$ cat src/rtl/fft_pkg.sv
// Shared definitions for the FFT datapath.
//   DefBitWidth  default component width (signed Q1.(W-1))
//   DefTagWidth  default width of the write-back tag
//   cplx_t       complex sample at the default width
//   sat_w1_to_w  clamps a sign-extended (W+1)-bit value into the signed W-bit range
package fft_pkg;

    localparam int unsigned DefBitWidth = 16;
    localparam int unsigned DefTagWidth = 10;

    typedef struct packed {
        logic signed [DefBitWidth-1:0] re;
        logic signed [DefBitWidth-1:0] im;
    } cplx_t;

    // The caller sign-extends its (width+1)-bit value to 33 bits and keeps the low
    // 'width' bits of the result. A constant 'width' lets synthesis fold the limits.
    function automatic logic [31:0] sat_w1_to_w(input logic signed [32:0] val,
                                                input int unsigned      width);
        logic signed [32:0] max_v;
        logic signed [32:0] min_v;
        max_v = (33'sd1 <<< (width - 1)) - 33'sd1;
        min_v = -(33'sd1 <<< (width - 1));
        if (val > max_v) begin
            return max_v[31:0];
        end else if (val < min_v) begin
            return min_v[31:0];
        end
        return val[31:0];
    endfunction

endpackage

$ cat src/rtl/cmplxmult.sv
// Combinational complex multiplier: p = a * b for signed Q1.(W-1) operands.
// Each output component is bits [2W-2:W-1] of the full-precision result, i.e. the
// product rescaled to Q1.(W-1) and truncated toward -inf.
//   a_re, a_im  in   first operand
//   b_re, b_im  in   second operand
//   p_re, p_im  out  product
module cmplxmult #(
    parameter int unsigned BIT_WIDTH = 16
) (
    input  logic signed [BIT_WIDTH-1:0] a_re,
    input  logic signed [BIT_WIDTH-1:0] a_im,
    input  logic signed [BIT_WIDTH-1:0] b_re,
    input  logic signed [BIT_WIDTH-1:0] b_im,
    output logic        [BIT_WIDTH-1:0] p_re,
    output logic        [BIT_WIDTH-1:0] p_im
);

    localparam int unsigned PW = 2 * BIT_WIDTH;

    logic signed [PW-1:0] prod_rr;
    logic signed [PW-1:0] prod_ii;
    logic signed [PW-1:0] prod_ri;
    logic signed [PW-1:0] prod_ir;
    logic signed [PW:0]   full_re;
    logic signed [PW:0]   full_im;

    assign prod_rr = a_re * b_re;
    assign prod_ii = a_im * b_im;
    assign prod_ri = a_re * b_im;
    assign prod_ir = a_im * b_re;

    // One guard bit so the sum/difference of two products cannot wrap.
    assign full_re = $signed({prod_rr[PW-1], prod_rr}) - $signed({prod_ii[PW-1], prod_ii});
    assign full_im = $signed({prod_ri[PW-1], prod_ri}) + $signed({prod_ir[PW-1], prod_ir});

    // Low W bits after the shift are exactly bits [2W-2:W-1] of the full result.
    assign p_re = BIT_WIDTH'(full_re >>> (BIT_WIDTH - 1));
    assign p_im = BIT_WIDTH'(full_im >>> (BIT_WIDTH - 1));

endmodule

$ cat src/rtl/fft_butterfly.sv
// Pipelined radix-2 DIT butterfly: A' = A + W*B, B' = A - W*B.
// Two register stages (operands, then results) with valid/ready flow control and a
// pass-through tag. Results are either halved (scale=1) or saturated (scale=0).
//   clk, reset             clock; synchronous active-low reset
//   in_valid, in_ready     operand handshake
//   a_*, b_*, w_*          operands A, B and twiddle W
//   scale                  1: halve results, 0: saturate
//   tag_in / tag_out       opaque tag returned with the result
//   out_valid, out_ready   result handshake
//   oa_*, ob_*             results A' and B'
module fft_butterfly
    import fft_pkg::*;
#(
    parameter int unsigned BIT_WIDTH = DefBitWidth,
    parameter int unsigned TAG_WIDTH = DefTagWidth
) (
    input  logic                 clk,
    input  logic                 reset,
    input  logic                 in_valid,
    output logic                 in_ready,
    input  logic [BIT_WIDTH-1:0] a_re,
    input  logic [BIT_WIDTH-1:0] a_im,
    input  logic [BIT_WIDTH-1:0] b_re,
    input  logic [BIT_WIDTH-1:0] b_im,
    input  logic [BIT_WIDTH-1:0] w_re,
    input  logic [BIT_WIDTH-1:0] w_im,
    input  logic                 scale,
    input  logic [TAG_WIDTH-1:0] tag_in,
    output logic                 out_valid,
    input  logic                 out_ready,
    output logic [BIT_WIDTH-1:0] oa_re,
    output logic [BIT_WIDTH-1:0] oa_im,
    output logic [BIT_WIDTH-1:0] ob_re,
    output logic [BIT_WIDTH-1:0] ob_im,
    output logic [TAG_WIDTH-1:0] tag_out
);

    localparam int unsigned W = BIT_WIDTH;

    // Stage 1: registered operands
    logic                 s1_valid_q;
    logic [W-1:0]         s1_a_re_q, s1_a_im_q;
    logic [W-1:0]         s1_b_re_q, s1_b_im_q;
    logic [W-1:0]         s1_w_re_q, s1_w_im_q;
    logic                 s1_scale_q;
    logic [TAG_WIDTH-1:0] s1_tag_q;

    // Stage 2: registered results, driven straight to the outputs
    logic                 s2_valid_q;
    logic [W-1:0]         s2_oa_re_q, s2_oa_im_q;
    logic [W-1:0]         s2_ob_re_q, s2_ob_im_q;
    logic [TAG_WIDTH-1:0] s2_tag_q;

    logic         advance1, advance2;
    logic [W-1:0] p_re, p_im;
    logic [W:0]   sum_re, sum_im, dif_re, dif_im;
    logic [W-1:0] oa_re_d, oa_im_d, ob_re_d, ob_im_d;

    // Halve (floor) or saturate one (W+1)-bit component.
    function automatic logic [W-1:0] finish(input logic [W:0] val, input logic halve);
        if (halve) begin
            return val[W:1];
        end
        return W'(sat_w1_to_w(33'(signed'(val)), W));
    endfunction

    cmplxmult #(
        .BIT_WIDTH(W)
    ) u_cmplxmult (
        .a_re (s1_b_re_q),
        .a_im (s1_b_im_q),
        .b_re (s1_w_re_q),
        .b_im (s1_w_im_q),
        .p_re (p_re),
        .p_im (p_im)
    );

    always_comb begin
        sum_re  = {s1_a_re_q[W-1], s1_a_re_q} + {p_re[W-1], p_re};
        sum_im  = {s1_a_im_q[W-1], s1_a_im_q} + {p_im[W-1], p_im};
        dif_re  = {s1_a_re_q[W-1], s1_a_re_q} - {p_re[W-1], p_re};
        dif_im  = {s1_a_im_q[W-1], s1_a_im_q} - {p_im[W-1], p_im};
        oa_re_d = finish(sum_re, s1_scale_q);
        oa_im_d = finish(sum_im, s1_scale_q);
        ob_re_d = finish(dif_re, s1_scale_q);
        ob_im_d = finish(dif_im, s1_scale_q);
    end

    // No skid buffer: ready ripples back combinationally from out_ready.
    assign advance2 = !s2_valid_q || out_ready;
    assign advance1 = !s1_valid_q || advance2;
    assign in_ready = advance1 || !reset;

    always_ff @(posedge clk) begin
        if (!reset) begin
            s1_valid_q <= 1'b0;
            s1_a_re_q  <= '0;
            s1_a_im_q  <= '0;
            s1_b_re_q  <= '0;
            s1_b_im_q  <= '0;
            s1_w_re_q  <= '0;
            s1_w_im_q  <= '0;
            s1_scale_q <= 1'b0;
            s1_tag_q   <= '0;
            s2_valid_q <= 1'b0;
            s2_oa_re_q <= '0;
            s2_oa_im_q <= '0;
            s2_ob_re_q <= '0;
            s2_ob_im_q <= '0;
            s2_tag_q   <= '0;
        end else begin
            if (advance1) begin
                s1_valid_q <= in_valid;
                // Operands are only captured with a valid, so idle inputs are ignored.
                if (in_valid) begin
                    s1_a_re_q  <= a_re;
                    s1_a_im_q  <= a_im;
                    s1_b_re_q  <= b_re;
                    s1_b_im_q  <= b_im;
                    s1_w_re_q  <= w_re;
                    s1_w_im_q  <= w_im;
                    s1_scale_q <= scale;
                    s1_tag_q   <= tag_in;
                end
            end
            if (advance2) begin
                s2_valid_q <= s1_valid_q;
                if (s1_valid_q) begin
                    s2_oa_re_q <= oa_re_d;
                    s2_oa_im_q <= oa_im_d;
                    s2_ob_re_q <= ob_re_d;
                    s2_ob_im_q <= ob_im_d;
                    s2_tag_q   <= s1_tag_q;
                end
            end
        end
    end

    assign out_valid = s2_valid_q;
    assign oa_re     = s2_oa_re_q;
    assign oa_im     = s2_oa_im_q;
    assign ob_re     = s2_ob_re_q;
    assign ob_im     = s2_ob_im_q;
    assign tag_out   = s2_tag_q;

endmodule

$ cat config.mk
export PLATFORM = sky130hd
export DESIGN_NAME = fft_butterfly
export DESIGN_NICKNAME = d
export VERILOG_FILES = /design/src/rtl/fft_pkg.sv /design/src/rtl/cmplxmult.sv /design/src/rtl/fft_butterfly.sv
export SDC_FILE = /design/constraint.sdc
export NUM_CORES = 2
export LEC_CHECK = 0
export ABC_AREA = 1
export BUFFER_PORTS_ARGS = -buffer_cell sky130_fd_sc_hd__buf_4
export CAP_MARGIN = 15
export CORE_UTILIZATION = 70
export CTS_BUF_LIST = sky130_fd_sc_hd__clkbuf_2 sky130_fd_sc_hd__clkbuf_4 sky130_fd_sc_hd__clkbuf_8
export CTS_CLUSTER_SIZE = 30
export DETAILED_ROUTE_END_ITERATION = 16
export HOLD_SLACK_MARGIN = 0.03
export MAX_ROUTING_LAYER = met4
export PLACE_DENSITY = 0.89
export SYNTH_ARGS = -nofsm -noshare
export SYNTH_HDL_FRONTEND = slang
export SYNTH_HIERARCHICAL = 1
export SYNTH_SLANG_ARGS = --single-unit
$ cat constraint.sdc
create_clock -name clk -period 16.8 [get_ports clk]
set_input_delay 3.36 -clock clk [delete_from_list [all_inputs] [get_ports clk]]
set_output_delay 3.36 -clock clk [all_outputs]
set_load 0.03 [all_outputs]
==> flow_metrics.env <==
export IMPL_overflow=0
export IMPL_wl_mm=148
export IMPL_drive_above_1_share=0.0561
export IMPL_syn2layout_area_growth_pct=4.63
export IMPL_netlist_instances=6716
export IMPL_ant_nets=0
export IMPL_drtIter0Drc=4366
export IMPL_fin_tns_setup_ns=0
export IMPL_cap_viol_max_count=0
export IMPL_cts_setup_buffers=0
export IMPL_critPathCaptureType="register"
export IMPL_holdPathEnd="oa_im[11]"
export IMPL_synth_xor_area_frac=0.0133
export IMPL_yosysTopAreaCell="fa_1"
export IMPL_timing_final_ws_setup_ns=6.93
export IMPL_synthArstFlopShare=0
export IMPL_cts_clk_slew_worst_paths_ns=0.14
export IMPL_root_buffer="clkbuf_8"
export IMPL_cts_buffer_depth=2
export IMPL_finalInstanceArea_um2=53700
export IMPL_core_um2=72000
export IMPL_grt_usage=0.428
export IMPL_path_class="reg -> reg"
export IMPL_wl_met1_mm=52.1
export IMPL_detailed_place_hpwl_mm=115
export IMPL_synth_seq_cells=183
export IMPL_routedWlPerCell_um=19.3
export IMPL_ctsResizeCount=0
export IMPL_routed_top_layer="met4"
export IMPL_synth_flop_cell="dfxtp_1"
export IMPL_timing_fmax_ghz=0.101
export IMPL_wl_met3_mm=15.2
export IMPL_drtPass1Iterations=9
export IMPL_synth_edf_count=0
export IMPL_crit_top_cell="nand2_1"
export IMPL_worstSkewPairLatency_ns=0.62
export IMPL_preCtsSetupSlack_ns=7.20
export IMPL_grt_pass1_wl_mm=237
export IMPL_ys_seq_area_frac=0.0714
export IMPL_min_from="oa_im[11]"
export IMPL_cp_top_family="adder cells"
export IMPL_rr_worst_depth=38
export IMPL_synth_avg_cell_area_um2=7.64
export IMPL_antenna_found_initial=2
export IMPL_synth_compound_area_frac=0.0449
export IMPL_hp_class="reg -> reg"
export IMPL_ys_types=46
export IMPL_synth_top_cells_by_area="fa_1, inv_1, nand2_1"
export IMPL_synthSimpleGateAreaFrac=0.182
export IMPL_crit_buf_inv=9
export IMPL_dieArea_um2=74300
export IMPL_skew_ns=0.0405
export IMPL_crit_arrival_ns=10.39
export IMPL_initial_core_util=0.713
export IMPL_cp_start_kind="register"
export IMPL_finalCriticalPeriod_ns=9.87
export IMPL_wl_met2_mm=69.2
export IMPL_grt_max_degree=112
export IMPL_maxSlewHeadroom=0.221
export IMPL_fin_nets=8292
export IMPL_synth_top_cell_area_share=0.438
export IMPL_cts_buffers=17
export IMPL_cts_tree="done"
export IMPL_crit_path_max_fanout=33
export IMPL_final_period_utilization=0.588
export IMPL_max_slew_worst_pin_slew_ns=1.17
export IMPL_finalSetupViolCount=0
export IMPL_ff2ff_setup_slack_ns=6.93
export IMPL_outcome="finished clean"
export IMPL_drc=0
export IMPL_slowest_delay_ns=0.70
export IMPL_final_common_cell="inv_1"
export IMPL_placementRows=98
export IMPL_synth_area_um2=51300
export IMPL_io_pins=187
export IMPL_r2r_start="s1_w_im_q[0]"
export IMPL_final_cell_mix="inv_1, nand2_1, fa_1"
export IMPL_grt_pass1_vias=46595
export IMPL_h_tree_depth=4
export IMPL_clkSinkCount=183
export IMPL_final_hold_viol_count=0
export IMPL_min_delay_path_depth=2
export IMPL_vias=43090
export IMPL_synth_top_family_by_area="adder cells"
export IMPL_slew_violations=0
export IMPL_gp_congestion=1.01
export IMPL_cp_required_ns=17.31
export IMPL_hold_buffers=0
export IMPL_die_w_um=273
export IMPL_crit_slowest_cell="inv_1"
export IMPL_die_h_um=273
export IMPL_synth_mux_area_frac=0
export IMPL_postPlaceCellArea_um2=53200
export IMPL_via_per_inst=5.62
export IMPL_r2r_end="oa_re[7]"
export IMPL_synthAdderAreaFrac=0.525
export IMPL_port_buffers=186
export IMPL_rsz0062_at_grt="no"
export IMPL_synth_fp_nets=8306
export IMPL_yosysWarnings=6
-- logic make-up (layout without fill, tap and decap cells) --
kind of cell,after synthesis,count (layout)
xor+xnor,78,78
simple gates,2341,2341
compound gates,430,430
other cells,0,3
flops,183,183
buf+inv,2205,2204
fa+ha+maj,1479,1479
-- worst reg2reg max path: cells and delay by family, from the launching register on --
| kind | cells | cell delay (ns) |
|---|---|---|
| adders and majority gates | 10 | 5.05 |
| DFF | 1 | 0.34 |
| buffers and inverters | 9 | 1.66 |
| AOI/OAI and AO/OA | 5 | 1.13 |
| and+or+nand+nor | 14 | 1.58 |
-- per-layer routing --
layer	vias up	global-route usage
li1	19006	-
met1	20764	0.493
met2	2588	0.669
met3	732	0.0958
met4	0	0.296
met5	-	-
-- registers in the layout, indices dropped and copies added (netlist names), 16 cells and up --
name and count:
oa_im 16, oa_re 16, ob_im 16, ob_re 16, s1_a_im_q 16, s1_a_re_q 16, s1_b_im_q 16, s1_b_re_q 16
s1_w_im_q 16, s1_w_re_q 16
-- cell usage after synthesis, types with 5 or more instances --
library cell and n:
o21ai_1 9, o21ai_0 218, ha_1 356, buf_2 7, a31oi_1 7, nand3b_1 10
nand2_2 17, inv_2 21, inv_1 1906, a21o_1 11, clkbuf_1 250, fa_1 1123
o21bai_1 16, nor3_1 18, nand3_1 160, or2_2 28, dfxtp_1 183, buf_1 5
nand2_1 1577, xor2_1 60, xnor2_1 18, buf_4 12, nand4_1 17, and2_1 6
a21oi_1 147, o211ai_1 6, nor2_1 490
-- per-stage QoR --
stage	hold slack, ns	std cells	utilization
2_1_floorplan	0.450	6716	-
3_3_place_gp	0.455	7632	0.739
3_5_place_dp	0.459	7632	0.739
4_1_cts	0.477	7664	0.745
5_1_grt	0.508	7667	0.745
6_report	0.474	7668	0.745
-- how the worst max path moves through the flow --
| stage | slack [ns] | cells past startpoint | to | startpoint |
|---|---|---|---|---|
| after floorplan | 8.51 | 41 | ob_re[1] | s1_b_re_q[15] |
| after global placement | 7.38 | 35 | ob_im[6] | s1_w_re_q[7] |
| after detailed placement | 7.20 | 39 | oa_re[14] | s1_w_im_q[0] |
| after CTS | 7.09 | 38 | oa_re[7] | s1_w_im_q[0] |
| after global routing | 6.46 | 37 | oa_re[7] | s1_w_im_q[0] |
| final | 6.93 | 38 | oa_re[7] | s1_w_im_q[0] |
-- layout make-up --
type / instances / area, um2
Clock buffer: 18 / 248
Antenna cell: 3 / 7.51
Sequential cell: 183 / 3680
Clock inverter: 14 / 168
Multi-Input combinational cell: 4328 / 39300
Fill cell: 5121 / 18300
Inverter: 1927 / 7240
Tap cell: 950 / 1190
Timing Repair Buffer: 245 / 1860
Power is left out: the tool's default activity adds up to more than one toggle a clock period on the data nets, which glitch-free logic cannot reach.
